`src/rtl/clint_pkg.sv`:
```
// Shared constants for the CLINT timer slice: register offsets, reset values, prescaler sizing.
package clint_pkg;

    localparam logic [15:0] CLINT_MSIP        = 16'h0000;
    localparam logic [15:0] CLINT_MTIMECMP_LO = 16'h4000;
    localparam logic [15:0] CLINT_MTIMECMP_HI = 16'h4004;
    localparam logic [15:0] CLINT_MTIME_LO    = 16'hBFF8;
    localparam logic [15:0] CLINT_MTIME_HI    = 16'hBFFC;

    localparam logic [63:0] MTIMECMP_RST = 64'hFFFF_FFFF_FFFF_FFFF;

    // A divide-by-1 prescaler still needs a 1-bit counter to stay well formed.
    function automatic int presc_w(input int div);
        return (div > 1) ? $clog2(div) : 1;
    endfunction

endpackage

```
`src/rtl/clint_prescaler.sv`:
```
// Free-running divider: o_tick is high on the last count of every TICK_DIV-cycle period.
module clint_prescaler
    import clint_pkg::*;
#(
    parameter int TICK_DIV = 1
) (
    input  logic i_clk,
    input  logic i_rst,
    output logic o_tick
);

    localparam int            W    = presc_w(TICK_DIV);
    localparam logic [W-1:0]  LAST = W'(TICK_DIV - 1);

    logic [W-1:0] cnt_q, cnt_d;

    assign o_tick = (cnt_q == LAST);
    assign cnt_d  = o_tick ? '0 : cnt_q + W'(1);

    always_ff @(posedge i_clk) begin
        if (!i_rst) cnt_q <= '0;
        else        cnt_q <= cnt_d;
    end

endmodule

```
`src/rtl/clint_timer.sv`:
```
// Machine timer (CLINT subset): mtime/mtimecmp on a single-cycle slave port, registered MTIP.
// Define ARVI_CLINT_MSIP_EN to add the msip register at offset 0x0000 and the o_Int_sip output.
module clint_timer
    import clint_pkg::*;
#(
    parameter int TICK_DIV = 1
) (
    input  logic        i_clk,
    input  logic        i_rst,
    input  logic        i_req,
    input  logic        i_we,
    input  logic [15:0] i_addr,
    input  logic [31:0] i_wdata,
    output logic        o_ack,
    output logic [31:0] o_rdata,
    output logic        o_Int_tip
`ifdef ARVI_CLINT_MSIP_EN
    ,
    output logic        o_Int_sip
`endif
);

    logic        tick;
    logic [63:0] mtime_q, mtime_d;
    logic [63:0] mtimecmp_q, mtimecmp_d;
    logic        ack_q;
    logic [31:0] rdata_q, rdata_d, rd_mux;
    logic        tip_q;
    logic        wr;
    logic [13:0] wa;
    logic        unused_addr_lsb;

    clint_prescaler #(.TICK_DIV(TICK_DIV)) u_presc (
        .i_clk  (i_clk),
        .i_rst  (i_rst),
        .o_tick (tick)
    );

    assign wr              = i_req & i_we;
    assign wa              = i_addr[15:2];
    assign unused_addr_lsb = ^i_addr[1:0];

`ifdef ARVI_CLINT_MSIP_EN
    logic msip_q, msip_d, sip_q;
    assign msip_d    = (wr && wa == CLINT_MSIP[15:2]) ? i_wdata[0] : msip_q;
    assign o_Int_sip = sip_q;
`endif

    always_comb begin
        mtime_d    = mtime_q;
        mtimecmp_d = mtimecmp_q;
        // A bus write to either mtime half suppresses the tick entirely, carry included.
        if (wr && wa == CLINT_MTIME_LO[15:2])      mtime_d[31:0]  = i_wdata;
        else if (wr && wa == CLINT_MTIME_HI[15:2]) mtime_d[63:32] = i_wdata;
        else if (tick)                             mtime_d        = mtime_q + 64'd1;
        if (wr && wa == CLINT_MTIMECMP_LO[15:2])   mtimecmp_d[31:0]  = i_wdata;
        if (wr && wa == CLINT_MTIMECMP_HI[15:2])   mtimecmp_d[63:32] = i_wdata;
    end

    always_comb begin
        rd_mux = '0;
        if (wa == CLINT_MTIMECMP_LO[15:2])      rd_mux = mtimecmp_q[31:0];
        else if (wa == CLINT_MTIMECMP_HI[15:2]) rd_mux = mtimecmp_q[63:32];
        else if (wa == CLINT_MTIME_LO[15:2])    rd_mux = mtime_q[31:0];
        else if (wa == CLINT_MTIME_HI[15:2])    rd_mux = mtime_q[63:32];
`ifdef ARVI_CLINT_MSIP_EN
        else if (wa == CLINT_MSIP[15:2])        rd_mux = {31'b0, msip_q};
`endif
        rdata_d = (i_req && !i_we) ? rd_mux : '0;
    end

    always_ff @(posedge i_clk) begin
        if (!i_rst) begin
            mtime_q    <= '0;
            mtimecmp_q <= MTIMECMP_RST;
            ack_q      <= 1'b0;
            rdata_q    <= '0;
            tip_q      <= 1'b0;
`ifdef ARVI_CLINT_MSIP_EN
            msip_q     <= 1'b0;
            sip_q      <= 1'b0;
`endif
        end else begin
            mtime_q    <= mtime_d;
            mtimecmp_q <= mtimecmp_d;
            ack_q      <= i_req;
            rdata_q    <= rdata_d;
            tip_q      <= (mtime_q >= mtimecmp_q);
`ifdef ARVI_CLINT_MSIP_EN
            msip_q     <= msip_d;
            sip_q      <= msip_q;
`endif
        end
    end

    assign o_ack     = ack_q;
    assign o_rdata   = rdata_q;
    assign o_Int_tip = tip_q;

endmodule

```
`config.mk`:
```
export PLATFORM = sky130hd
export DESIGN_NAME = clint_timer
export DESIGN_NICKNAME = d
export VERILOG_FILES = /design/src/rtl/clint_pkg.sv /design/src/rtl/clint_prescaler.sv /design/src/rtl/clint_timer.sv
export SDC_FILE = /design/constraint.sdc
export NUM_CORES = 1
export LEC_CHECK = 0
export BUFFER_PORTS_ARGS = -buffer_cell sky130_fd_sc_hd__buf_2
export CAP_MARGIN = 40
export CORE_ASPECT_RATIO = 1.4
export CORE_MARGIN = 2
export CORE_UTILIZATION = 60
export DETAILED_ROUTE_END_ITERATION = 10
export PLACE_DENSITY = 0.79
export SLEW_MARGIN = 40
export SYNTH_ARGS = -nofsm -noshare
export SYNTH_HDL_FRONTEND = slang
export SYNTH_SLANG_ARGS = --single-unit
```
`constraint.sdc`:
```
create_clock -name i_clk -period 3.1 [get_ports i_clk]
set_clock_uncertainty 0.1 [all_clocks]
set_input_delay 0.62 -clock i_clk [delete_from_list [all_inputs] [get_ports i_clk]]
set_output_delay 0.62 -clock i_clk [all_outputs]
set_load 0.005 [all_outputs]
```
==> impl_metrics.env <==
export IMPL_hpwlAfterDp_um=20700
export IMPL_wl_um=29100
export IMPL_synth_edf_count=0
export IMPL_htreeDepth=4
export IMPL_syn_nets=1273
export IMPL_powerDensity_mw_per_mm2=401
export IMPL_fin_crit_ps=2960
export IMPL_cts_hold_buffers=0
export IMPL_cts_setup_buffers=0
export IMPL_multi_input_area_mm2=0.00562
export IMPL_holdWs_ps=363
export IMPL_synthCells=1156
export IMPL_path_max_fanout=8
export IMPL_setup_viol=0
export IMPL_hold_path_class="input pin to flop"
export IMPL_r2r_cells=7
export IMPL_die_height_um=152
export IMPL_cts_root_buf="clkbuf_16"
export IMPL_tightest_slew_ps=639
export IMPL_route_detailed_drc=0
export IMPL_final_setup_tns_ps=0
export IMPL_r2r_setup_slack_ps=140
export IMPL_area_growth_pct=16.0
export IMPL_ios=86
export IMPL_syn_mean_instance_area_um2=8.15
export IMPL_ir_drop_mv=0.379
export IMPL_arrival_ps=3160
export IMPL_grt_pass1_wl_um=46900
export IMPL_p_switching_uw=995
export IMPL_avgRoutedWirePerCell_um=19.9
export IMPL_p_leak_nw=4.81
export IMPL_clk_latency_ps=430
export IMPL_synth_seq_cells=163
export IMPL_dieArea_mm2=0.0167
export IMPL_insertedDiodeCount=0
export IMPL_async_flop_share_pct=0
export IMPL_seqPwrFrac_pct=48.0
export IMPL_cts_made_buffers=17
export IMPL_cts_resized=0
export IMPL_critPathKind="flop to flop"
export IMPL_grt_overflow=0
export IMPL_clk_pin_slew_ps=60
export IMPL_clkPwrFrac_pct=47.2
export IMPL_yosysWarnings=0
export IMPL_dr_pass1_iters=5
export IMPL_drt_iter0_drc=786
export IMPL_fillers=1233
export IMPL_antenna_found_initial=0
export IMPL_start_util_pct=60.9
export IMPL_period_share_pct=95.3
export IMPL_p_comb_share_pct=4.9
export IMPL_grt_usage_pct=35.7
export IMPL_viasPerCell=6.47
export IMPL_intPower_mw=3.39
export IMPL_fmax_mhz=338
export IMPL_switching_share_pct=22.7
export IMPL_status="finished clean"
export IMPL_timing_critical_path_to_type="flop"
export IMPL_worst_endpoint_required_ps=3300
export IMPL_port_buffers=83
export IMPL_core_area_mm2=0.0155
export IMPL_syn_area_mm2=0.00943
export IMPL_gp_congestion=1.02
export IMPL_rows=54
export IMPL_hold_depth=3
export IMPL_cts_tree="built"
export IMPL_first_global_vias=9098
export IMPL_cts_sinks=163
export IMPL_cts_buffer_depth=2
export IMPL_antenna_left=0
export IMPL_layout_drive_gt1_share_pct=14.5
export IMPL_ff_latch_area_mm2=0.00326
export IMPL_ys_flop_type="dfxtp_1"
export IMPL_maxCapViolations=0
export IMPL_die_x_um=110
export IMPL_synth_cell_types=58
export IMPL_slew_headroom_pct=57.4
export IMPL_critical_path_startpoint_type="flop"
export IMPL_hold_viol=0
export IMPL_vias=9424
export IMPL_nets=1366
export IMPL_grt_max_degree=65
export IMPL_yosysSeqAreaShare_pct=34.6
export IMPL_drv_slew=0
export IMPL_rsz0062_at_grt="false"
-- power groups by stage --
stage	registers [mW]	clock network, mW	logic [mW]
finish	2.10	2.07	0.213
global placement	2.15	0	0.205
global route	2.10	2.16	0.226
detailed placement	2.15	0	0.206
CTS	2.10	2.09	0.207
floorplan	2.15	0	0.100
-- final timing paths --
| check | endpoint | start |
|---|---|---|
| hold reg to reg | mtimecmp_q[14] | mtimecmp_q[14] |
| hold / removal | mtimecmp_q[0] | i_wdata[0] |
| setup / recovery | mtime_q[55] | mtime_q[11] |
| setup reg to reg | mtime_q[55] | mtime_q[11] |
-- per-stage QoR --
step	power (mW)	instance area (um^2)	util [%]	std cells	setup slack (ps)
6_report	4.39	10900	70.7	1457	144
4_1_cts	4.40	10900	70.7	1457	204
3_3_place_gp	2.36	10400	67.0	1426	283
3_5_place_dp	2.36	10400	67.0	1426	257
2_1_floorplan	2.25	9430	-	1156	434
5_1_grt	4.49	10900	70.7	1457	54.3
-- final cells by class --
class                   instances  area share [%]
clock buffers                  22            4.24
clock inverters                 9           0.972
inverters                      77            2.64
multi-input cells             843            51.4
flip-flops and latches        163            29.8
well taps                     196            2.24
repair buffers                147            8.69
-- per-layer routing --
layer	wire [um]	GRT usage [%]	vias up
met5	0	0	-
met4	1520	19.5	0
met3	1830	5.82	111
met2	14400	59.6	439
met1	11300	42.8	4427
li1	-	-	4447
-- critical path, cell delays in order, from the launching register on --
cell     delay, ps
dfxtp_1        450
nand4_1        210
or4_4          600
or4_1          720
buf_4          220
nor4_1         310
o21a_1         150
o21ai_0         60
-- registers in the layout, indices dropped and copies added (netlist names) --
name and cells:
o_rdata 32, mtime_q 64, o_Int_tip 1, u_presc.cnt_q 1, mtimecmp_q 64, o_ack 1
-- kinds of logic (layout without fill, tap and decap cells) --
family | count (synthesis) | count (layout) | synth area share (%)
adders and majority gates | 65 | 65 | 8.63
other | 1 | 1 | 0.0398
buffers and inverters | 150 | 255 | 6.00
AOI/OAI and AO/OA | 326 | 326 | 23.0
muxes | 56 | 56 | 5.95
and+or+nand+nor | 364 | 364 | 18.9
xor gates and xnor gates | 31 | 31 | 2.88
DFF | 163 | 163 | 34.6
-- synth_stat cells, types with 7 or more instances --
library cell / count / area (um^2)
clkbuf_1: 63 / 236
and3_1: 8 / 50.1
buf_1: 8 / 30.0
xor2_1: 18 / 158
xnor2_1: 13 / 114
nor3_1: 15 / 75.1
a22oi_1: 17 / 128
nor2_1: 64 / 240
and4_1: 13 / 114
o22ai_1: 7 / 43.8
o22a_1: 26 / 228
nor4_1: 20 / 125
ha_1: 65 / 813
a31oi_1: 9 / 56.3
o31a_1: 7 / 61.3
inv_1: 77 / 289
dfxtp_1: 163 / 3260
nand3_1: 31 / 155
nand4_1: 41 / 257
o21ai_0: 59 / 295
a21oi_1: 83 / 415
or4_1: 7 / 52.6
mux2i_1: 56 / 561
nand2_1: 140 / 526
o211ai_1: 72 / 541
-- cell usage in the layout (no fill, tap or decap), types with 4 or more instances in the layout --
cell | synthesis | layout
a221oi_1 | 5 | 5
mux2i_1 | 56 | 55
o22ai_1 | 7 | 7
ha_1 | 65 | 65
nor2_1 | 64 | 63
o21ai_0 | 59 | 59
clkbuf_16 | 0 | 17
a211o_1 | 4 | 4
nor3_1 | 15 | 13
o22a_1 | 26 | 26
a31oi_1 | 9 | 9
o21a_1 | 4 | 4
a21oi_1 | 83 | 83
or4_1 | 7 | 7
nor4_1 | 20 | 20
or3_1 | 6 | 6
nand2_1 | 140 | 140
and2_1 | 6 | 6
o31a_1 | 7 | 7
nand4_1 | 41 | 41
inv_1 | 77 | 77
xor2_1 | 18 | 18
dfxtp_1 | 163 | 163
buf_2 | 2 | 81
buf_12 | 0 | 4
buf_4 | 0 | 62
nand3_1 | 31 | 31
and3_1 | 8 | 8
a22o_1 | 5 | 5
xnor2_1 | 13 | 13
o211ai_1 | 72 | 72
a22oi_1 | 17 | 17
and4_1 | 13 | 13
a211oi_1 | 4 | 4
(Power assumes the default switching activity.)
